--- config.mk ---
export PLATFORM = sky130hd
export DESIGN_NAME = instcycle_ctrl
export DESIGN_NICKNAME = d
export VERILOG_FILES = /design/src/rtl/instcycle_ctrl.sv
export SDC_FILE = /design/constraint.sdc
export NUM_CORES = 1
export LEC_CHECK = 0
export ABC_AREA = 1
export CAP_MARGIN = 20
export CELL_PAD_IN_SITES_DETAIL_PLACEMENT = 0
export CELL_PAD_IN_SITES_GLOBAL_PLACEMENT = 1
export CORE_UTILIZATION = 37
export CTS_BUF_LIST = sky130_fd_sc_hd__clkbuf_8 sky130_fd_sc_hd__clkbuf_16
export DETAILED_ROUTE_END_ITERATION = 8
export PLACE_DENSITY_LB_ADDON = 0.12
export SETUP_SLACK_MARGIN = 0.1
export SYNTH_ARGS = -nofsm -noshare
export SYNTH_HDL_FRONTEND = slang
export SYNTH_SLANG_ARGS = --single-unit
--- constraint.sdc ---
create_clock -name clk -period 2.03 [get_ports clk]
set_input_delay 0.609 -clock clk [delete_from_list [all_inputs] [get_ports clk]]
set_output_delay 0.609 -clock clk [all_outputs]
set_load 0.005 [all_outputs]
--- src/rtl/instcycle_ctrl.sv ---
// Multi-cycle instruction sequencer for the single-issue RV64 core.
// Steps an instruction through IF_REQ, IF_WAIT, IF_LATCH, ID, EX, (MEM), WB.
// It stalls on the fetch and data-memory handshakes, can be halted, and
// aborts a wait step that never completes.
// Ports:
//   clk, rst          core clock, synchronous active-high reset
//   start             leave IDLE and begin fetching (ignored outside IDLE)
//   halt_req          stop after the current instruction commits
//   if_ready          fetch handshake, sampled only in IF_WAIT
//   mem_req           instruction needs a data access, sampled in EX
//   mem_ready         data access complete, sampled only in MEM
//   instcycle_cnt_val current step number (0..7), decoded by every stage
//   if_en/mem_en/wb_en  per-step enables
//   inst_commit       one-cycle pulse while in WB
//   inst_count        committed-instruction counter (wraps)
//   halted            parked in IDLE after a halt or a memory timeout
//   timeout_err       one-cycle pulse on any wait timeout
module instcycle_ctrl #(
  parameter int unsigned TIMEOUT_CYCLES = 255
) (
  input  logic        clk,
  input  logic        rst,
  input  logic        start,
  input  logic        halt_req,
  input  logic        if_ready,
  input  logic        mem_req,
  input  logic        mem_ready,
  output logic [7:0]  instcycle_cnt_val,
  output logic        if_en,
  output logic        mem_en,
  output logic        wb_en,
  output logic        inst_commit,
  output logic [63:0] inst_count,
  output logic        halted,
  output logic        timeout_err
);

  localparam int unsigned WAIT_W = 8;
  localparam int unsigned CNT_W  = 64;
  localparam logic [WAIT_W-1:0] WAIT_LAST = WAIT_W'(TIMEOUT_CYCLES - 1);

  typedef enum logic [2:0] {
    S_IDLE     = 3'd0,
    S_IF_REQ   = 3'd1,
    S_IF_WAIT  = 3'd2,
    S_IF_LATCH = 3'd3,
    S_ID       = 3'd4,
    S_EX       = 3'd5,
    S_MEM      = 3'd6,
    S_WB       = 3'd7
  } step_e;

  step_e              step_q, step_d;
  logic [WAIT_W-1:0]  wait_cnt, wait_d;
  logic               halt_pend, halt_pend_d;
  logic               halted_d;
  logic               tmo_d;
  logic [CNT_W-1:0]   count_d;

  assign instcycle_cnt_val = 8'(step_q);

  // State and registered outputs; enables follow the next step so they
  // line up with the step they belong to.
  always_ff @(posedge clk) begin
    if (rst) begin
      step_q      <= S_IDLE;
      wait_cnt    <= '0;
      halt_pend   <= 1'b0;
      halted      <= 1'b0;
      timeout_err <= 1'b0;
      inst_count  <= '0;
      if_en       <= 1'b0;
      mem_en      <= 1'b0;
      wb_en       <= 1'b0;
      inst_commit <= 1'b0;
    end else begin
      step_q      <= step_d;
      wait_cnt    <= wait_d;
      halt_pend   <= halt_pend_d;
      halted      <= halted_d;
      timeout_err <= tmo_d;
      inst_count  <= count_d;
      if_en       <= (step_d == S_IF_REQ);
      mem_en      <= (step_d == S_MEM);
      wb_en       <= (step_d == S_WB);
      inst_commit <= (step_d == S_WB);
    end
  end

  // Next-step logic.
  always_comb begin
    step_d      = step_q;
    wait_d      = wait_cnt;
    halt_pend_d = halt_pend;
    halted_d    = halted;
    tmo_d       = 1'b0;
    count_d     = inst_count;

    // A halt request seen in WB itself still stops after this commit.
    if ((step_q != S_IDLE) && halt_req) halt_pend_d = 1'b1;

    unique case (step_q)
      S_IDLE: begin
        if (start) begin
          step_d   = S_IF_REQ;
          halted_d = 1'b0;
        end
      end
      S_IF_REQ: begin
        step_d = S_IF_WAIT;
        wait_d = '0;
      end
      S_IF_WAIT: begin
        // Ready beats a coincident timeout.
        if (if_ready) begin
          step_d = S_IF_LATCH;
        end else if (wait_cnt == WAIT_LAST) begin
          step_d = S_IF_REQ;
          tmo_d  = 1'b1;
        end else begin
          wait_d = wait_cnt + WAIT_W'(1);
        end
      end
      S_IF_LATCH: step_d = S_ID;
      S_ID:       step_d = S_EX;
      S_EX: begin
        if (mem_req) begin
          step_d = S_MEM;
          wait_d = '0;
        end else begin
          step_d = S_WB;
        end
      end
      S_MEM: begin
        // A stuck data access is fatal: park in IDLE without committing.
        if (mem_ready) begin
          step_d = S_WB;
        end else if (wait_cnt == WAIT_LAST) begin
          step_d   = S_IDLE;
          halted_d = 1'b1;
          tmo_d    = 1'b1;
        end else begin
          wait_d = wait_cnt + WAIT_W'(1);
        end
      end
      S_WB: begin
        if (halt_pend_d) begin
          step_d   = S_IDLE;
          halted_d = 1'b1;
        end else begin
          step_d = S_IF_REQ;
        end
      end
      default: step_d = S_IDLE;
    endcase

    if (step_d == S_WB) count_d = inst_count + CNT_W'(1);
    if (step_d == S_IDLE) halt_pend_d = 1'b0;
  end

endmodule

* Word level (Yosys, flattened, before mapping)
Cells that the tools add are included.
** Cells by class
- Reductions and logical operators :: 9
- Muxes and demuxes :: 23
- Order comparisons :: 0
- Div/mod/pow operators :: 0
- Add/subtract/negate cells :: 2
- Shift operators :: 0
- $mul :: 0
- Equal/unequal tests :: 17
- Bitwise operators :: 0
** Operators by type and width (number)
- adder 64 x 1 -> 64 bit, second input constant :: 1
- two-way mux 8 bit :: 4
- one-hot mux 8 bit (4 select lines) :: 1
- one-hot mux 3 bit (8 select lines) :: 1
- equality test 3 bit, second input constant :: 6
- two-way mux 3 bit :: 5
- inequality test 2 bit, second input constant :: 6
- two-way mux 1 bit :: 10
- adder 8 x 1 -> 8 bit, second input constant :: 1
- equality test 8 bit, second input constant :: 1
- equality test 3 x 1 -> 1 bit, second input constant :: 2
- equality test 3 x 2 -> 1 bit, second input constant :: 2
- logical NOT 3 bit :: 2
- nonzero test 3 bit :: 2
- AND reduction 5 bit :: 1
- AND reduction 4 bit :: 1
- nonzero test 4 bit :: 1
- one-hot mux 1 bit (3 select lines) :: 1
- one-hot mux 1 bit (2 select lines) :: 1
- OR reduction 2 bit :: 1
- logical AND 1 bit :: 1
** Storage, ports and cells
- Latch bits :: 0
- ROM bits :: 0
- RAM bits :: 0
- Bits in registers :: 81
- Output and inout port bits :: 78
- Input port bits :: 7
- Memories kept :: 0
- Word-level logic and storage cells :: 60

* Longest topological paths before layout
- Depth in word-level cells :: 7
- Mapped depth :: 12

* Least setup slack after synthesis
No wires, ideal clock.
- Path kind :: register to register
- From :: reg inst_count[1]
- To :: reg inst_count[44]
- Required time :: 1917 ps
- Arrival :: 1477 ps
- Cell stages (with the launch flop) :: 11
- Library setup time :: 113 ps
- Path slack :: 440 ps
- Cell sequence :: dfxtp_1 ha_1 nand2_1 nor2_1 nand3_1 nor2_1 nand4_1 nor2_1 nand2_1 nand2_1 nor2_1
** On the way
- Longest elaborated chain between the ends :: 1
** RTL lines
- from (decl) :: line 33 : output logic [63:0] inst_count,
- from (signal assigned) :: line 82 : inst_count <= count_d;
- adder 64 x 1 -> 64 bit :: line 157 : if (step_d == S_WB) count_d = inst_count + CNT_W'(1);
No other way between the ends.
A chain may end at the register's enable or synchronous reset.

* Worst setup path after layout
- From :: reg inst_count[30]
- To :: out inst_count[30]
No word-level cell between the ends.

==> metrics.cfg <==
[place]
place.gp.congestion=0.8571
place_area_um2=6098
portBuffers=79
pre_cts_ws_ns=-0.1096
hpwlAfterDp_um=11840

[grt]
grt_pass1_vias=5242
grt_pass1_wl_um=25570
antenna_found_initial=0
grt_usage_pct=23.00
overflow=0
grt_max_degree=39

[synthesis]
yosysWarnings=0
synth_ff_type=dfxtp_1
seq_area_frac_synth_pct=32.82
synth-edff-count=0
async_reset_ff_share_pct=0
syn_inst=813
ys_types=39
avgSynthCellArea_um2=6.077
synth_area_um2=4941
synth-seq-cells=81

[clock_tree]
clockRootBuffer=clkbuf_16
cts_tree=built
cts_hold_buf=0
path_clk_slew_ns=0.06
clk_latency_ns=0.35
htreeDepth=3
cts_buffer_depth=2
cts_made_buffers=9
cts.sinks=81

[worst_setup_path]
crit_path_end_kind=output port
cp.arrival_ns=1.30
start_kind=flop
path_max_fanout=2
worstSetupPathType=reg2out
cp.required_ns=1.42

[timing]
fmax_mhz=524.9
setup_viol=0
finalCriticalPeriod_ns=1.905
fin_ws_ns=0.1250
slew_viol_final=0
hold_slack_ns=0.4788
rsz0062_at_grt=yes
final.period_utilization_pct=93.84
worst_clock_skew_ns=0.005692
finalHoldViolations=0

[cells_and_area]
nFillCells=1369
nNetsFinal=931
final_cell_mix=nand2_1, nor2_1, inv_1, clkdlybuf4s50_1, a21oi_1
syn2layout_area_growth_pct=31.68
final_area_um2=6506
drive_above_1_share_pct=14.79
n_antenna_cell=0
mostFrequentLayoutCell=nand2_1

[die]
boundaryPins=85
dieArea_um2=13820
core_area_um2=12820
chipWidth_um=117.6
rows=41
start_util_pct=38.53
die_h_um=117.6

[worst_hold_path]
hold_class=reg2reg

[pwr]
ir_drop_mv=0.5065
cellPowerDensity_nw_per_um2=605.5
power_uw=3940
p_leak_uw=0.002285

[drt]
post_drt_via_cell_ratio=4.895
vias=5375
drt-total-wl_um=15240
ant_nets=0
wire_per_inst_um=13.88
drt_iter0_drc=265
drt_first_pass_iters=5
drc=0

[outcome]
status=finished clean

[flow_run]
cap_violations=0

==> stage by stage <==
stage	util, %	instances	setup TNS (ns)
4_1_cts	50.25	1098	0
6_report	50.73	1098	0
5_1_grt	50.73	1098	0
2_1_floorplan	-	817	0
3_3_place_gp	47.55	1080	-0.3843
3_5_place_dp	47.55	1080	-0.7863
==> cell type report <==
type                            count  area [um^2]  share of cell area [%]
Sequential cell                    81         1689                   25.96
Multi-Input combinational cell    628         2890                   44.42
Clock buffer                       10        239.0                   3.673
Clock inverter                      6        58.81                  0.9038
Inverter                           86        325.3                   5.000
Tap cell                          172        215.2                   3.308
Timing Repair Buffer              115         1089                   16.73
==> worst max-delay path, stage by stage, from the launching register on <==
cell	delay [ns]
dfxtp_4	0.36
buf_4	0.11
clkdlybuf4s50_1	0.48
==> per-layer routing <==
metal	vias to the layer above	track usage, %	share of wire (%)
met5	-	0	0
met4	0	7.212	1.4
met3	14	3.779	4.0
met2	116	40.75	49
met1	2471	28.27	46
li1	2774	-	-
==> cell usage after synthesis, types with 3 or more instances <==
cell type  number  area, um^2
nand3_1        37       185.2
o21bai_1        3       22.52
ha_1            3       37.54
xor2_1          4       35.03
inv_1          82       307.8
nor2_1        171       641.9
nor2_4          6       67.56
o21a_1          3       22.52
xnor2_1         4       35.03
dfxtp_1        81        1622
nand2_2         3       18.77
nand2_1       248       930.9
a31oi_1         3       18.77
o21ai_0        29       145.1
buf_4           8       60.06
a21oi_1        53       265.3
clkbuf_1        8       30.03
nand4_1        19       118.9
nor2_2          9       56.30
buf_6           4       45.04
nor3_1          9       45.04
==> registers in the layout, indices dropped and copies added (netlist names) <==
name         flops
inst_count      64
wait_cnt         8
step_q           3
halt_pend        1
halted           1
if_en            1
inst_commit      1
mem_en           1
timeout_err      1
==> power by group <==
| part | total (uW) | leakage [uW] | switching [uW] | internal (uW) |
|---|---|---|---|---|
| Clock | 1670 | 0.000146 | 688 | 977 |
| Combinational | 554 | 0.00146 | 321 | 233 |
| Sequential | 1720 | 0.000677 | 69.2 | 1650 |
==> final timing paths <==
check / startpoint / endpoint / slack, ns / cells past startpoint
hold / removal: inst_count[6] / inst_count[6] / 0.48 / 1
hold reg to reg: inst_count[6] / inst_count[6] / 0.48 / 1
setup / recovery: inst_count[30] / inst_count[30] / 0.12 / 2
setup reg to reg: inst_count[0] / inst_count[60] / 0.26 / 11
==> what timing repair did <==
item,in CTS,in global routing
gates resized for setup,26,35
endpoints found under the hold margin,0,0
pin swaps,0,2
cloned,0,0
endpoints found under the setup margin,25,36
buffers inserted,2,0
==> kinds of logic (layout without fill, tap and decap cells) <==
| group | count (synthesis) | after routing | synth area share (%) |
|---|---|---|---|
| xor+xnor | 8 | 8 | 1.418 |
| buf+inv | 108 | 217 | 9.496 |
| flops | 81 | 81 | 32.82 |
| simple gates | 518 | 518 | 45.30 |
| other cells | 1 | 5 | 0.07590 |
| fa+ha+maj | 3 | 3 | 0.7598 |
| compound gates | 94 | 94 | 10.13 |
(Power assumes the default switching activity.)
